==> config.mk <==
export PLATFORM = sky130hd
export DESIGN_NAME = fir_sequencer
export DESIGN_NICKNAME = d
export VERILOG_FILES = /design/src/rtl/fir_pkg.sv /design/src/rtl/tap_counter.sv /design/src/rtl/fir_sequencer.sv
export SDC_FILE = /design/constraint.sdc
export NUM_CORES = 1
export LEC_CHECK = 0
export BUFFER_PORTS_ARGS = -buffer_cell sky130_fd_sc_hd__buf_4
export CORE_UTILIZATION = 47
export CTS_CLUSTER_DIAMETER = 60
export CTS_CLUSTER_SIZE = 28
export DETAILED_ROUTE_END_ITERATION = 7
export GPL_TIMING_DRIVEN = 0
export PLACE_DENSITY = 0.67
export SLEW_MARGIN = 5
export SYNTH_ARGS = -nofsm -noshare
export SYNTH_HDL_FRONTEND = slang
export SYNTH_SLANG_ARGS = --single-unit
==> constraint.sdc <==
create_clock -name clk_i -period 2.8 [get_ports clk_i]
set_input_delay 0.56 -clock clk_i [delete_from_list [all_inputs] [get_ports clk_i]]
set_output_delay 0.56 -clock clk_i [all_outputs]
set_load 0.005 [all_outputs]
==> src/rtl/fir_pkg.sv <==
// -----------------------------------------------------------------------------
// fir_pkg
// Shared definitions for the FIR filter: default tap count, tap-select width,
// MAC pipeline latency, and the sequencer state encoding. The delay line, MAC
// and sequencer all take their defaults from here so a single edit keeps the
// three blocks consistent.
// -----------------------------------------------------------------------------
package fir_pkg;

   localparam int N_TAPS      = 16;  // filter taps, at least 2
   localparam int LOG2_N_TAPS = 4;   // tap select width, 2**LOG2_N_TAPS >= N_TAPS
   localparam int MAC_LAT     = 1;   // last mac_en to stable MAC output, 0..7
   localparam int LAT_W       = 3;   // width able to hold MAC_LAT-1 for MAC_LAT <= 7

   typedef enum logic [2:0] {
      IDLE  = 3'd0,
      SHIFT = 3'd1,
      MAC   = 3'd2,
      DRAIN = 3'd3,
      OUT   = 3'd4
   } fir_seq_state_t;

endpackage

==> src/rtl/tap_counter.sv <==
// -----------------------------------------------------------------------------
// tap_counter
// Loadable up-counter that walks the tap/coefficient select 0..N_TAPS-1.
// Ports:
//   clk_i    clock, rising edge
//   rst_ni   asynchronous active-low reset, clears the count
//   load_i   reload the count with 0 (has priority over en_i)
//   en_i     advance the count by one; wraps to 0 after N_TAPS-1
//   count_o  current tap index
//   last_o   high while count_o == N_TAPS-1
// -----------------------------------------------------------------------------
module tap_counter #(
   parameter int N_TAPS = fir_pkg::N_TAPS,
   parameter int WIDTH  = fir_pkg::LOG2_N_TAPS
) (
   input  logic             clk_i,
   input  logic             rst_ni,
   input  logic             load_i,
   input  logic             en_i,
   output logic [WIDTH-1:0] count_o,
   output logic             last_o
);

   localparam logic [WIDTH-1:0] LAST_IDX = WIDTH'(N_TAPS - 1);

   logic [WIDTH-1:0] count_q;
   logic [WIDTH-1:0] count_d;

   always_comb begin
      count_d = count_q;
      if (load_i) begin
         count_d = '0;
      end else if (en_i) begin
         // Wrap explicitly so non-power-of-two tap counts stay in range.
         count_d = (count_q == LAST_IDX) ? '0 : count_q + 1'b1;
      end
   end

   always_ff @(posedge clk_i or negedge rst_ni) begin
      if (!rst_ni) begin
         count_q <= '0;
      end else begin
         count_q <= count_d;
      end
   end

   assign count_o = count_q;
   assign last_o  = (count_q == LAST_IDX);

endmodule

==> src/rtl/fir_sequencer.sv <==
// -----------------------------------------------------------------------------
// fir_sequencer
// Control FSM for the FIR datapath. Accepts one sample per in_valid/in_ready
// handshake, shifts the delay line once, clears the MAC and then accumulates
// every tap in order, waits out the MAC pipeline, and offers the result with
// an out_valid/out_ready handshake. All outputs decode from registers only.
// Ports:
//   clk_i        clock, rising edge
//   rst_ni       asynchronous active-low reset
//   in_valid_i   sample present at the delay-line input
//   in_ready_o   sequencer can accept a sample (IDLE)
//   shift_en_o   delay-line enable, one pulse per accepted sample
//   tap_sel_o    tap/coefficient select, non-zero only while accumulating
//   mac_clr_o    synchronous clear of the MAC accumulator
//   mac_en_o     accumulate the product for tap_sel_o
//   out_valid_o  MAC result valid
//   out_ready_i  downstream accepts the result
//   primed_o     at least N_TAPS samples shifted in since reset
// -----------------------------------------------------------------------------
module fir_sequencer #(
   parameter int N_TAPS      = fir_pkg::N_TAPS,
   parameter int LOG2_N_TAPS = fir_pkg::LOG2_N_TAPS,
   parameter int MAC_LAT     = fir_pkg::MAC_LAT
) (
   input  logic                   clk_i,
   input  logic                   rst_ni,
   input  logic                   in_valid_i,
   output logic                   in_ready_o,
   output logic                   shift_en_o,
   output logic [LOG2_N_TAPS-1:0] tap_sel_o,
   output logic                   mac_clr_o,
   output logic                   mac_en_o,
   output logic                   out_valid_o,
   input  logic                   out_ready_i,
   output logic                   primed_o
);

   import fir_pkg::*;

   if (N_TAPS < 2 || (2 ** LOG2_N_TAPS) < N_TAPS || MAC_LAT < 0 || MAC_LAT > 7) begin : g_bad_params
      $error("fir_sequencer: illegal parameter combination");
   end

   // DRAIN is entered with MAC_LAT-1 and left when the counter reads 0,
   // giving exactly MAC_LAT drain cycles.
   localparam logic [LAT_W-1:0] LAT_INIT =
      (MAC_LAT > 0) ? LAT_W'(MAC_LAT - 1) : '0;
   localparam logic [LOG2_N_TAPS:0] PRIMED_CNT = (LOG2_N_TAPS + 1)'(N_TAPS);

   fir_seq_state_t         state_q, state_d;
   logic [LAT_W-1:0]       lat_q, lat_d;
   logic [LOG2_N_TAPS:0]   shift_cnt_q, shift_cnt_d;

   logic [LOG2_N_TAPS-1:0] tap_cnt;
   logic                   tap_last;
   logic                   accept;

   tap_counter #(
      .N_TAPS (N_TAPS),
      .WIDTH  (LOG2_N_TAPS)
   ) u_tap_counter (
      .clk_i   (clk_i),
      .rst_ni  (rst_ni),
      .load_i  (state_q == SHIFT),
      .en_i    (state_q == MAC),
      .count_o (tap_cnt),
      .last_o  (tap_last)
   );

   assign accept = (state_q == IDLE) && in_valid_i;

   // Next-state logic.
   always_comb begin
      state_d = state_q;
      lat_d   = lat_q;
      unique case (state_q)
         IDLE: begin
            if (in_valid_i) begin
               state_d = SHIFT;
            end
         end
         SHIFT: begin
            state_d = MAC;
         end
         MAC: begin
            if (tap_last) begin
               if (MAC_LAT == 0) begin
                  state_d = OUT;
               end else begin
                  state_d = DRAIN;
                  lat_d   = LAT_INIT;
               end
            end
         end
         DRAIN: begin
            if (lat_q == '0) begin
               state_d = OUT;
            end else begin
               lat_d = lat_q - 1'b1;
            end
         end
         OUT: begin
            if (out_ready_i) begin
               state_d = IDLE;
            end
         end
         default: begin
            state_d = IDLE;
         end
      endcase
   end

   // The accept edge is the edge that starts SHIFT, so counting accepts makes
   // primed_o visible in the SHIFT cycle of the N_TAPS-th sample.
   always_comb begin
      shift_cnt_d = shift_cnt_q;
      if (accept && (shift_cnt_q != PRIMED_CNT)) begin
         shift_cnt_d = shift_cnt_q + 1'b1;
      end
   end

   always_ff @(posedge clk_i or negedge rst_ni) begin
      if (!rst_ni) begin
         state_q     <= IDLE;
         lat_q       <= '0;
         shift_cnt_q <= '0;
      end else begin
         state_q     <= state_d;
         lat_q       <= lat_d;
         shift_cnt_q <= shift_cnt_d;
      end
   end

   // Output decode, from registered state only.
   always_comb begin
      in_ready_o  = 1'b0;
      shift_en_o  = 1'b0;
      mac_clr_o   = 1'b0;
      mac_en_o    = 1'b0;
      out_valid_o = 1'b0;
      tap_sel_o   = '0;
      unique case (state_q)
         IDLE:  in_ready_o = 1'b1;
         SHIFT: begin
            shift_en_o = 1'b1;
            mac_clr_o  = 1'b1;
         end
         MAC: begin
            mac_en_o  = 1'b1;
            tap_sel_o = tap_cnt;
         end
         OUT:   out_valid_o = 1'b1;
         default: ;
      endcase
   end

   assign primed_o = (shift_cnt_q == PRIMED_CNT);

endmodule

**Word level (Yosys, flattened, before mapping)**

Cells that the tools add are included.

- Add/subtract/negate cells: 3
- Multipliers: 0
- Div/mod/pow operators: 0
- $lt $le $gt $ge: 0
- Eq/ne operators: 12
- Shifts and indexed selects: 0
- Mux-type cells: 16
- Bitwise gates (word level): 0
- Reductions and logical operators: 8

Operators by type and width:

| operator | number |
|---|---|
| $mux 3 | 6 |
| $mux 4 | 4 |
| $pmux 3 s5 | 1 |
| $ne 2x2->1 const B | 5 |
| $eq 3x2->1 const B | 2 |
| $logic_not 3->1 | 2 |
| $pmux 3 s2 | 1 |
| $add 5x1->5 const B | 1 |
| $eq 5x5->1 const B | 1 |
| $ne 5x5->1 const B | 1 |
| $add 4x1->4 const B | 1 |
| $eq 4x4->1 const B | 1 |
| $mux 1 | 4 |
| $reduce_and 4->1 | 1 |
| $reduce_bool 2->1 | 2 |
| $eq 3x1->1 const B | 1 |
| $eq 3x3->1 const B | 1 |
| $reduce_and 3->1 | 1 |
| $sub 3x1->3 const B | 1 |
| $logic_and 1x1->1 | 2 |

- Flip-flop bits (word level): 15
- Latch bits: 0
- RAM bits: 0
- Bits in read-only memories: 0
- Output and inout port bits: 10
- Word-level logic and storage cells: 43
- Memories kept: 0

**Logic depth before layout (Yosys ltp)**

- Depth in word-level cells: 4
- Gate-level depth with buffers: 5
- Mapped depth without buffers: 5

**By module**

A second synthesis with hierarchy kept.

- Cell total of the unflattened synthesis: 85
- Area total of the unflattened synthesis: 882.1 um^2

Modules (own cells, without submodules):

| module | instances | cells an instance | area each (um^2) |
|---|---|---|---|
| fir_sequencer | 1 | 65 | 675.6 |
| tap_counter | 1 | 20 | 206.4 |

**Worst setup path before layout**

Ideal clock, no wire load.

- Path kind: register to output
- From: register state_q[0]
- To: output tap_sel_o[0]
- Arrival time: 1.075 ns
- Required time: 2.240 ns
- Slack: 1.165 ns
- Stages on the path, launching flop included: 4
- Path through: dfrtp_1 > or3b_4 > clkinv_4 > and2_1

- Longest elaborated chain between the ends: 2

RTL lines:

| item | line | text |
|---|---|---|
| start, declared | fir_sequencer.sv:50 | `fir_seq_state_t state_q, state_d;` |
| start signal, assigned | fir_sequencer.sv:128 | `state_q <= state_d;` |
| $eq 3x2->1 | fir_sequencer.sv:142 | `unique case (state_q)` |
| $mux 4 | fir_sequencer.sv:142 |  |
| end, declared | fir_sequencer.sv:30 | `output logic [LOG2_N_TAPS-1:0] tap_sel_o,` |

No other way between the ends.

**Worst setup path in the final report**

Ends and elaborated chain as after synthesis.

==> results.yml <==
synth:
  ys.flop_type: "sky130_fd_sc_hd__dfrtp_1"
  seq_area_frac_synth_pct: 46.01
  post-synth-top-count-cell: "sky130_fd_sc_hd__dfrtp_1"
  fraction_of_post_synthesis_cell_area_in_the_top_cell_type_by_area_pct: 46.01
  yosys_warnings: 0
  synth_nets: 84
  synthTopCellsByCount: "15 x sky130_fd_sc_hd__dfrtp_1, 7 x sky130_fd_sc_hd__inv_1, 5 x sky130_fd_sc_hd__ha_1, 5 x sky130_fd_sc_hd__nand2_1, 4 x sky130_fd_sc_hd__and2_1"
  synth_cell_types: 31
  synth_top_area_cell: "sky130_fd_sc_hd__dfrtp_1"
  synth_edf_count: 0
  syn_area_per_cell_um2: 10.88
  synthesized_flop_and_latch_total: 15
  synth-async-reset-ratio_pct: 100.0
  yosys-top-cells-area: "sky130_fd_sc_hd__dfrtp_1 46%, sky130_fd_sc_hd__ha_1 7.7%, sky130_fd_sc_hd__inv_1 3.2%, sky130_fd_sc_hd__o2bb2ai_1 3.2%, sky130_fd_sc_hd__xnor2_1 3.2%"
  netlist_area_um2: 815.8
  postSynthCellCount: 75
clock_tree:
  library_cell_used_as_clock_root_buffer: "sky130_fd_sc_hd__clkbuf_4"
  cts.sink_count: 15
  cts_inserted_buffers: 3
  cts_h_tree_depth: 1
  cts-hold-fix-buffers: 0
  tritoncts: "done"
  cts-resized-gates: 0
  cts_setup_buffers: 0
  clk_latency_ns: 0.27
  clock_path_buffers: 2
  clk_transition_reported_paths_ns: 0.08
setup_path:
  required_ns: 2.24
  worst_setup_path_end_kind: "output port"
  critical_path_arrival_ns: 1.52
  cell_count_of_the_worst_reg_to_reg_path: 3
  crit_path_start: "state_q[0]"
  worstPathMaxFanout: 9
  worstReg2RegStart: "state_q[1]"
  crit_slowest_cell: "sky130_fd_sc_hd__dfrtp_1"
  worstPathCellList: "or3b_4, clkinv_4, and2_1, buf_4"
  timing.critical_path.slowest_cell_delay_ns: 0.46
  ff2ff_setup_slack_ns: 1.23
  critical_path.reg2reg.endpoint: "shift_cnt_q[1]"
  crit_path_end: "tap_sel_o[0]"
  startpoint_type_of_the_worst_setup_path: "flop"
  worstSetupPathType: "flop to output port"
sta:
  min_period_ns: 2.084
  final-hold-violation-count: 0
  totalNegativeSetupSlack_ns: 0
  final_min_period_over_clock_period_pct: 74.44
  slew_violations: 0
  setup_viol: 0
  fin_hold_ws_ns: 0.1235
  max_slew.worst_pin.slew_ns: 0.3914
  clock_skew_ns: 0.0009150
  timing.final.ws_setup_ns: 0.7156
  rsz0062_at_grt: "no"
  fmaxAchievable_ghz: 0.4798
  slew-limit-headroom_pct: 73.84
power_and_ir_drop:
  finalPower_uw: 876.8
  leakagePower_nw: 0.4710
  power-per-cell-area_mw_per_mm2: 913.6
  ir_worst_vdd_mv: 0.5429
grt:
  grt_start_max_net_pins: 16
  first_global_vias: 518
  grt_use_total_pct: 16.40
  grt_antenna_before_repair: 0
  grt_overflow_total: 0
  wire_length_of_the_first_global_routing_pass_um: 2228
routing:
  routedWlPerCell_um: 12.04
  routed_wl_um: 1300
  post_drt_via_cell_ratio: 5.278
  drt_pre_antenna_iters: 6
  routed-via-count: 570
  drtAntennaViolNets: 0
  drt-initial-drc-count: 3
  drcViolationCount: 2
layout:
  postLayoutCellArea_um2: 959.7
  post_layout_utilization_of_the_core_pct: 61.56
  post_route_cells_drive_above_1_share_pct: 25.00
  num-fill-cells: 140
  layout-area-overhead-vs-synth_pct: 17.64
  multi_input_comb_area_um2: 397.9
  post_layout_nonfiller_instances: 108
  regArea_um2: 375.4
  layout.nets: 102
  num_antenna_cells: 0
place:
  detailed_place.area_um2: 933.4
  dp_hpwl_um: 1012
  dp_worst_setup_slack_ns: 1.010
  numPlacedInstances: 104
  routabilityCongestion: 0.7583
  port_buffers: 13
status:
  run_status: "finished, violations left"
  violations: "DRC"
die:
  num_rows: 14
  die_area_mm2: 0.001906
  core_area_mm2: 0.001559
  width_of_the_die_um: 43.66
  num_io_pins: 14
  start_util_pct: 52.33
  floorplan.die.height_um: 43.66
flow_run:
  drv_cap: 0
worst_hold_path:
  hold_class: "input pin to async pin"
## critical path: cells and delay by family, from the launching register on
kind,cells,cell delay [ns]
DFF,1,0.46
and+or+nand+nor,2,0.59
buffers and inverters,2,0.20
## worst min-delay path by stage
stage / to / from
after global routing: shift_cnt_q[4] / rst_ni
after CTS: u_tap_counter.count_o[0] / rst_ni
after detailed placement: shift_cnt_q[4] / rst_ni
final: shift_cnt_q[4] / rst_ni
after global placement: shift_cnt_q[3] / rst_ni
after floorplan: lat_q[0] / rst_ni
## registers in the layout, summed over array words and instances (netlist names)
signal,flops
lat_q,3
state_q,3
shift_cnt_q,5
u_tap_counter.count_o,4
## area by class of cell
type / instances / share of cell area, %
multi-input cells: 51 / 41.46
flip-flops and latches: 15 / 39.11
repair buffers: 13 / 10.17
inverters: 8 / 3.651
clock buffers: 4 / 2.738
well taps: 16 / 2.086
plain buffers: 1 / 0.7823
## logic make-up (layout without fill, tap and decap cells)
| group | Yosys count | in the layout | share of synthesized area, % |
|---|---|---|---|
| DFF | 15 | 15 | 46.01 |
| xor gates and xnor gates | 4 | 4 | 4.295 |
| and+or+nand+nor | 29 | 29 | 23.16 |
| AOI/OAI and AO/OA | 9 | 9 | 8.436 |
| adders and majority gates | 5 | 5 | 7.669 |
| muxes | 4 | 4 | 5.215 |
| buffers and inverters | 9 | 26 | 5.216 |
## per-layer routing
| layer | GRT usage [%] | up-vias | wire length, um |
|---|---|---|---|
| li1 | - | 298 | - |
| met1 | 23.24 | 255 | 666 |
| met2 | 23.88 | 15 | 566 |
| met3 | 3.750 | 2 | 60 |
| met4 | 7.500 | 0 | 7 |
| met5 | 0 | - | 0 |
## report_power, final
part           total [mW]  switching [mW]  leakage, nW  internal [mW]
registers           0.385          0.0906        0.193          0.295
clock network       0.118          0.0629       0.0150         0.0551
logic               0.374           0.165        0.263          0.208
## placed cells by master, fill, tap and decap left out
cell	Yosys	routed
sky130_fd_sc_hd__dfrtp_1	15	15
sky130_fd_sc_hd__buf_4	1	14
sky130_fd_sc_hd__inv_1	7	7
sky130_fd_sc_hd__nand2_1	5	5
sky130_fd_sc_hd__ha_1	5	5
sky130_fd_sc_hd__and2_1	4	4
sky130_fd_sc_hd__nor2_1	3	3
sky130_fd_sc_hd__o2bb2ai_1	3	3
sky130_fd_sc_hd__xnor2_1	3	3
sky130_fd_sc_hd__clkbuf_4	0	3
sky130_fd_sc_hd__nor3_1	2	2
sky130_fd_sc_hd__nand3_1	2	2
sky130_fd_sc_hd__nand2b_1	2	2
sky130_fd_sc_hd__o22ai_1	2	2
sky130_fd_sc_hd__mux2i_1	2	2
sky130_fd_sc_hd__nand4_1	2	2
sky130_fd_sc_hd__mux2_1	2	2
sky130_fd_sc_hd__or3b_1	1	1
sky130_fd_sc_hd__or3b_4	1	1
sky130_fd_sc_hd__clkinv_4	1	1
sky130_fd_sc_hd__nor3b_1	1	1
sky130_fd_sc_hd__and4bb_2	1	1
sky130_fd_sc_hd__a21oi_1	1	1
sky130_fd_sc_hd__nor2b_1	1	1
sky130_fd_sc_hd__nand3b_1	1	1
sky130_fd_sc_hd__nor4b_2	1	1
sky130_fd_sc_hd__nor2b_4	1	1
sky130_fd_sc_hd__xor2_1	1	1
sky130_fd_sc_hd__o221ai_1	1	1
sky130_fd_sc_hd__o31ai_1	1	1
sky130_fd_sc_hd__nand2_2	1	1
sky130_fd_sc_hd__a22o_1	1	1
sky130_fd_sc_hd__clkbuf_1	0	1
No activity file was read; power rests on OpenSTA's default activity.
